===== src/rtl/hazard_ctrl_seq.sv =====
// ---------------------------------------------------------------------------
// hazard_ctrl_seq
// Pipeline hazard sequencer for a 5-stage in-order core. It inserts
// load-use bubbles, flushes on taken branches and holds the whole pipe
// while data memory is busy. It remembers which state it was in when a
// memory wait started, and resumes that state once the wait ends.
//
// Ports
//   i_clk, i_rst              clock (rising edge), synchronous active-high reset
//   i_ifid_rs1/rs2            source registers of the instruction in ID
//   i_ifid_use_rs1/rs2        instruction in ID reads that source
//   i_idex_rd                 destination of the instruction in EX
//   i_idex_mem_read           instruction in EX is a load
//   i_take_branch             EX resolved a taken branch / jump
//   i_dmem_busy               data memory not ready, hold everything
//   o_pc_write, o_ifid_write  PC and IF/ID enables
//   o_ifid_flush              IF/ID loads a NOP
//   o_idex_flush              ID/EX control cleared (bubble)
//   o_pipe_hold               EX/MEM and MEM/WB enables deasserted
//   o_pc_sel_target           PC mux selects the branch target
//   o_state                   FSM state for debug
//   o_stall_cnt, o_flush_cnt, o_mwait_cnt
//                             saturating event counters, present only when
//                             HAZARD_PERF_CNT_EN is defined
//
// States
//   state  | meaning
//   RUN    | normal flow, load-use detection active
//   LSTALL | inserting the remaining load-use bubbles
//   MWAIT  | data memory busy, previous state kept in r_saved
//   (3)    | unused, goes back to RUN on the next cycle
// ---------------------------------------------------------------------------
module hazard_ctrl_seq #(
  parameter int AW                = 5,
  parameter int LOAD_STALL_CYCLES = 1,
  parameter int CNT_W             = 16
) (
  input  logic          i_clk,
  input  logic          i_rst,
  input  logic [AW-1:0] i_ifid_rs1,
  input  logic [AW-1:0] i_ifid_rs2,
  input  logic          i_ifid_use_rs1,
  input  logic          i_ifid_use_rs2,
  input  logic [AW-1:0] i_idex_rd,
  input  logic          i_idex_mem_read,
  input  logic          i_take_branch,
  input  logic          i_dmem_busy,
  output logic          o_pc_write,
  output logic          o_ifid_write,
  output logic          o_ifid_flush,
  output logic          o_idex_flush,
  output logic          o_pipe_hold,
  output logic          o_pc_sel_target,
`ifdef HAZARD_PERF_CNT_EN
  output logic [CNT_W-1:0] o_stall_cnt,
  output logic [CNT_W-1:0] o_flush_cnt,
  output logic [CNT_W-1:0] o_mwait_cnt,
`endif
  output logic [1:0]    o_state
);

  typedef enum logic [1:0] {
    S_RUN    = 2'd0,
    S_LSTALL = 2'd1,
    S_MWAIT  = 2'd2,
    S_ILL    = 2'd3
  } state_t;

  localparam logic [2:0] STALL_INIT = 3'(LOAD_STALL_CYCLES - 1);

  state_t     r_state, r_saved;
  logic [2:0] r_cnt;

  state_t     w_nxt_state, w_nxt_saved, w_eff;
  logic [2:0] w_nxt_cnt;
  logic       w_hit;
  logic       w_pc_write, w_ifid_write, w_ifid_flush, w_idex_flush;
  logic       w_pipe_hold, w_pc_sel_target;

  assign w_hit = i_idex_mem_read && (i_idex_rd != '0) &&
                 ((i_ifid_use_rs1 && (i_ifid_rs1 == i_idex_rd)) ||
                  (i_ifid_use_rs2 && (i_ifid_rs2 == i_idex_rd)));

  always_ff @(posedge i_clk) begin
    if (i_rst) begin
      r_state <= S_RUN;
      r_saved <= S_RUN;
      r_cnt   <= 3'd0;
    end else begin
      r_state <= w_nxt_state;
      r_saved <= w_nxt_saved;
      r_cnt   <= w_nxt_cnt;
    end
  end

  always_comb begin
    w_nxt_state     = r_state;
    w_nxt_saved     = r_saved;
    w_nxt_cnt       = r_cnt;
    w_pc_write      = 1'b1;
    w_ifid_write    = 1'b1;
    w_ifid_flush    = 1'b0;
    w_idex_flush    = 1'b0;
    w_pipe_hold     = 1'b0;
    w_pc_sel_target = 1'b0;
    // Leaving MWAIT costs no cycle: the saved state decides this cycle.
    w_eff           = (r_state == S_MWAIT) ? r_saved : r_state;

    if (i_dmem_busy) begin
      w_pc_write   = 1'b0;
      w_ifid_write = 1'b0;
      w_pipe_hold  = 1'b1;
      w_nxt_state  = S_MWAIT;
      // Only the first busy cycle records where to resume; the counter is
      // left untouched so the bubble count survives the wait.
      if (r_state != S_MWAIT)
        w_nxt_saved = (r_state == S_LSTALL) ? S_LSTALL : S_RUN;
    end else if (i_take_branch) begin
      w_pc_sel_target = 1'b1;
      w_ifid_flush    = 1'b1;
      w_idex_flush    = 1'b1;
      w_nxt_state     = S_RUN;
      w_nxt_cnt       = 3'd0;
    end else begin
      case (w_eff)
        S_LSTALL: begin
          // EX holds a bubble here, so the load-use compare is not looked at.
          w_pc_write   = 1'b0;
          w_ifid_write = 1'b0;
          w_idex_flush = 1'b1;
          if (r_cnt > 3'd1) begin
            w_nxt_cnt   = r_cnt - 3'd1;
            w_nxt_state = S_LSTALL;
          end else begin
            w_nxt_cnt   = 3'd0;
            w_nxt_state = S_RUN;
          end
        end
        S_RUN: begin
          w_nxt_state = S_RUN;
          if (w_hit) begin
            w_pc_write   = 1'b0;
            w_ifid_write = 1'b0;
            w_idex_flush = 1'b1;
            if (LOAD_STALL_CYCLES > 1) begin
              w_nxt_state = S_LSTALL;
              w_nxt_cnt   = STALL_INIT;
            end
          end
        end
        default: begin
          w_nxt_state = S_RUN;
          w_nxt_cnt   = 3'd0;
        end
      endcase
    end
  end

  // Reset forces the plain RUN picture on every output.
  assign o_pc_write      = i_rst | w_pc_write;
  assign o_ifid_write    = i_rst | w_ifid_write;
  assign o_ifid_flush    = ~i_rst & w_ifid_flush;
  assign o_idex_flush    = ~i_rst & w_idex_flush;
  assign o_pipe_hold     = ~i_rst & w_pipe_hold;
  assign o_pc_sel_target = ~i_rst & w_pc_sel_target;
  assign o_state         = i_rst ? S_RUN : r_state;

`ifdef HAZARD_PERF_CNT_EN
  logic [CNT_W-1:0] r_stall_cnt, r_flush_cnt, r_mwait_cnt;
  logic             w_bubble;
  localparam logic [CNT_W-1:0] CNT_ONE = {{(CNT_W-1){1'b0}}, 1'b1};

  // A bubble is an ID/EX clear that is not part of a branch flush.
  assign w_bubble = w_idex_flush & ~w_ifid_flush;

  always_ff @(posedge i_clk) begin
    if (i_rst) begin
      r_stall_cnt <= '0;
      r_flush_cnt <= '0;
      r_mwait_cnt <= '0;
    end else begin
      if (w_bubble && !(&r_stall_cnt))
        r_stall_cnt <= r_stall_cnt + CNT_ONE;
      if (w_pc_sel_target && !(&r_flush_cnt))
        r_flush_cnt <= r_flush_cnt + CNT_ONE;
      if (w_pipe_hold && !(&r_mwait_cnt))
        r_mwait_cnt <= r_mwait_cnt + CNT_ONE;
    end
  end

  assign o_stall_cnt = r_stall_cnt;
  assign o_flush_cnt = r_flush_cnt;
  assign o_mwait_cnt = r_mwait_cnt;
`endif

endmodule


===== config.mk =====
export PLATFORM = sky130hd
export DESIGN_NAME = hazard_ctrl_seq
export DESIGN_NICKNAME = d
export VERILOG_FILES = /design/src/rtl/hazard_ctrl_seq.sv
export SDC_FILE = /design/constraint.sdc
export NUM_CORES = 1
export LEC_CHECK = 0
export BUFFER_PORTS_ARGS = -buffer_cell sky130_fd_sc_hd__buf_2
export CORE_UTILIZATION = 39
export DETAILED_ROUTE_END_ITERATION = 12
export PLACE_DENSITY_LB_ADDON = 0.1
export SLEW_MARGIN = 40
export SYNTH_ARGS = -nofsm -noshare
export SYNTH_HDL_FRONTEND = slang
export SYNTH_SLANG_ARGS = --single-unit
export TNS_END_PERCENT = 20

===== constraint.sdc =====
create_clock -name i_clk -period 1.8 [get_ports i_clk]
set_clock_uncertainty 0.15 [all_clocks]
set_input_delay 0.18 -clock i_clk [delete_from_list [all_inputs] [get_ports i_clk]]
set_output_delay 0.18 -clock i_clk [all_outputs]
set_load 0.01 [all_outputs]

==> results.sh <==
export IMPL_rsz0062_at_grt="yes"
export IMPL_path_clk_slew_ps=40
export IMPL_synth_top_family_by_area="simple AND/OR/NAND/NOR gates"
export IMPL_synth_compound_area_share_pct=18.8
export IMPL_fin_cells=110
export IMPL_p_sw_w=0.0000993
export IMPL_drv_slew=0
export IMPL_synth_area_mux_share_pct=0
export IMPL_place_inst=107
export IMPL_design_area_um2=706
export IMPL_setup_violations=0
export IMPL_final_hold_viol_count=0
export IMPL_seqCellArea_um2=121
export IMPL_cts_made_buffers=3
export IMPL_clk_path_buf_depth=2
export IMPL_drive_above_1_share_pct=42.7
export IMPL_synth_edf_count=0
export IMPL_grtUsageMet2_pct=21.7
export IMPL_async_flop_share_pct=0
export IMPL_p_comb_share_pct=29.6
export IMPL_critPathRequiredTime_ps=1470
export IMPL_use_met3_pct=3.49
export IMPL_cts_sinks=6
export IMPL_grt_usage_pct=16.9
export IMPL_pwr_share_clk_pct=31.6
export IMPL_synth_ff_latch_count=6
export IMPL_max_cap_violations=0
export IMPL_syn_area_um2=520
export IMPL_timing_fmax_ghz=0.571
export IMPL_ir_worst_vdd_v=0.000344
export IMPL_status="finished, final reports clean"
export IMPL_hold_path_cell_count=2
export IMPL_p_int_w=0.000274
export IMPL_fp_dieW_um=38.5
export IMPL_switching_share_pct=26.6
export IMPL_numPortBuffers=29
export IMPL_tightest_slew_ps=285
export IMPL_antenna_found_initial=0
export IMPL_synth_nets=89
export IMPL_synth_adder_area_share_pct=4.81
export IMPL_core_area_um2=1170
export IMPL_vias=508
export IMPL_worstHoldPathType="in2reg"
export IMPL_nets=122
export IMPL_start_util_pct=44.4
export IMPL_drt_iter0_markers=5
export IMPL_fill_cells=119
export IMPL_grt_pass1_vias=416
export IMPL_critical_path_class="in2out"
export IMPL_grt_use_met1_pct=27.0
export IMPL_yosysWarnings=0
export IMPL_h_tree_depth=1
export IMPL_avgSynthCellArea_um2=8.01
export IMPL_start_kind="input pin"
export IMPL_clockRootBuffer="clkbuf_4"
export IMPL_rows=12
export IMPL_grt_ovfl_total=0
export IMPL_cts_hold_buf=0
export IMPL_synthMostInstantiatedCell="xnor2_1"
export IMPL_grt_max_degree=13
export IMPL_synthSimpleGateAreaFrac_pct=24.5
export IMPL_arrival_ps=1420
export IMPL_dr_pass1_iters=2
export IMPL_synth_distinct_cells=24
export IMPL_tritoncts="done"
export IMPL_hpwl_um=954
export IMPL_gp_congestion=0.700
export IMPL_power_density_nw_per_um2=528
export IMPL_syn2layout_area_growth_pct=35.6
export IMPL_postPlaceCellArea_um2=676
export IMPL_max_slew_margin_pct=80.9
export IMPL_multi_input_area_um2=362
export IMPL_drt_total_wl_um=1120
export IMPL_crit_fanout=2
export IMPL_grt_pass1_wl_um=1730
export IMPL_worstSetupEndpointType="primary output"
export IMPL_yosys_area_share_xor_xnor_pct=20.2
export IMPL_synth_top_cell_area_share_pct=23.1
export IMPL_seqPwrFrac_pct=38.8
export IMPL_seq_area_frac_synth_pct=23.1
export IMPL_via_per_inst=4.62
export IMPL_drc_errors=0
export IMPL_n_antenna_cell=0
export IMPL_hold_ws_ps=71.4
export IMPL_die_y_um=38.5
export IMPL_pin_count=30
export IMPL_synth_area_leaders="dfxtp_1 23%, xnor2_1 20%, nor2_1 5.0%"
export IMPL_post_cts_buffers=0
export IMPL_synth_ff_type="dfxtp_1"
export IMPL_die_area_um2=1480
export IMPL_ant_nets=0
export IMPL_clk_insertion_delay_late_ps=230
export IMPL_syn_inst=65
export IMPL_r2r_cells=6
export IMPL_wl_per_cell_um=10.2
export IMPL_finalCriticalPeriod_ps=1750
export IMPL_synth_area_leader_cell="dfxtp_1"
export IMPL_ys_top_cells_by_count="12 x xnor2_1, 7 x nor2_1, 6 x dfxtp_1, 5 x nor3_1"
export IMPL_finalSetupTns_ps=0
export IMPL_p_leak_nw=0.322
export IMPL_fin_crit_sh_pct=97.3
export IMPL_grt_busiest_layer="met1"
==> cell families (layout without fill, tap and decap cells) <==
| family | Yosys count | in the layout |
|---|---|---|
| AO/OA/AOI/OAI | 12 | 12 |
| AND/OR/NAND/NOR | 25 | 25 |
| XOR/XNOR | 12 | 12 |
| buffers and inverters | 8 | 39 |
| flip-flops | 6 | 6 |
| adder cells (fa/ha/maj) | 2 | 2 |
==> per-layer routing <==
layer	wire length, µm	vias up
li1	-	283
met1	645	210
met2	417	15
met3	61	0
met4	0	0
met5	0	-
==> critical path: stages <==
cell	delay (ps)
buf_2	100
or4_4	520
o211ai_2	170
nor3_1	80
a211oi_2	210
buf_2	160
==> stage by stage <==
step                      setup slack, ps  power, W  util [%]
after floorplan                      46.0  0.000211         -
after global placement               14.7  0.000255      57.7
after detailed placement           -0.262  0.000256      57.7
after CTS                            26.8  0.000378      59.6
after global routing                -7.89  0.000396      60.3
final                                48.4  0.000373      60.3
==> layout make-up <==
class | instances | share of cell area [%]
multi-input cells | 51 | 51.2
repair buffers | 32 | 23.8
flip-flops and latches | 6 | 17.2
clock buffers | 3 | 3.19
well taps | 14 | 2.48
inverters | 4 | 2.13
==> path summary, 6_finish.rpt <==
kind	from	endpoint	slack [ps]
worst min register to register	r_saved[0]	r_saved[0]	360
worst max register to register	r_cnt[1]	r_cnt[1]	190
worst max-delay path	i_idex_rd[1]	o_pc_write	50
worst min-delay path	i_dmem_busy	r_state[0]	70
==> registers in the layout, summed over array words and instances (netlist names) <==
signal   count
r_cnt        3
r_state      2
r_saved      1
==> placed cells by master, fill, tap and decap left out, types with 2 or more instances in the layout <==
| master | netlist | layout |
|---|---|---|
| a211oi_1 | 3 | 3 |
| a21o_1 | 2 | 2 |
| buf_2 | 0 | 29 |
| buf_4 | 2 | 3 |
| clkbuf_4 | 0 | 3 |
| dfxtp_1 | 6 | 5 |
| ha_1 | 2 | 2 |
| inv_1 | 4 | 4 |
| nand2_1 | 4 | 4 |
| nand4_1 | 2 | 2 |
| nor2_1 | 7 | 7 |
| nor2b_1 | 4 | 3 |
| nor3_1 | 5 | 5 |
| xnor2_1 | 12 | 12 |
==> power groups by stage <==
stage	Combinational [W]	Clock [W]	Sequential, W
2_1_floorplan	0.0000661	0	0.000145
3_3_place_gp	0.000109	0	0.000146
3_5_place_dp	0.000110	0	0.000147
4_1_cts	0.000110	0.000123	0.000144
5_1_grt	0.000122	0.000130	0.000145
6_report	0.000110	0.000118	0.000145
==> repair_timing <==
item	4_1_cts	5_1_grt
resized for setup	0	3
pin swaps	1	0
endpoints found under the setup margin	2	3
Note: power is estimated with default switching activity, not from simulation.
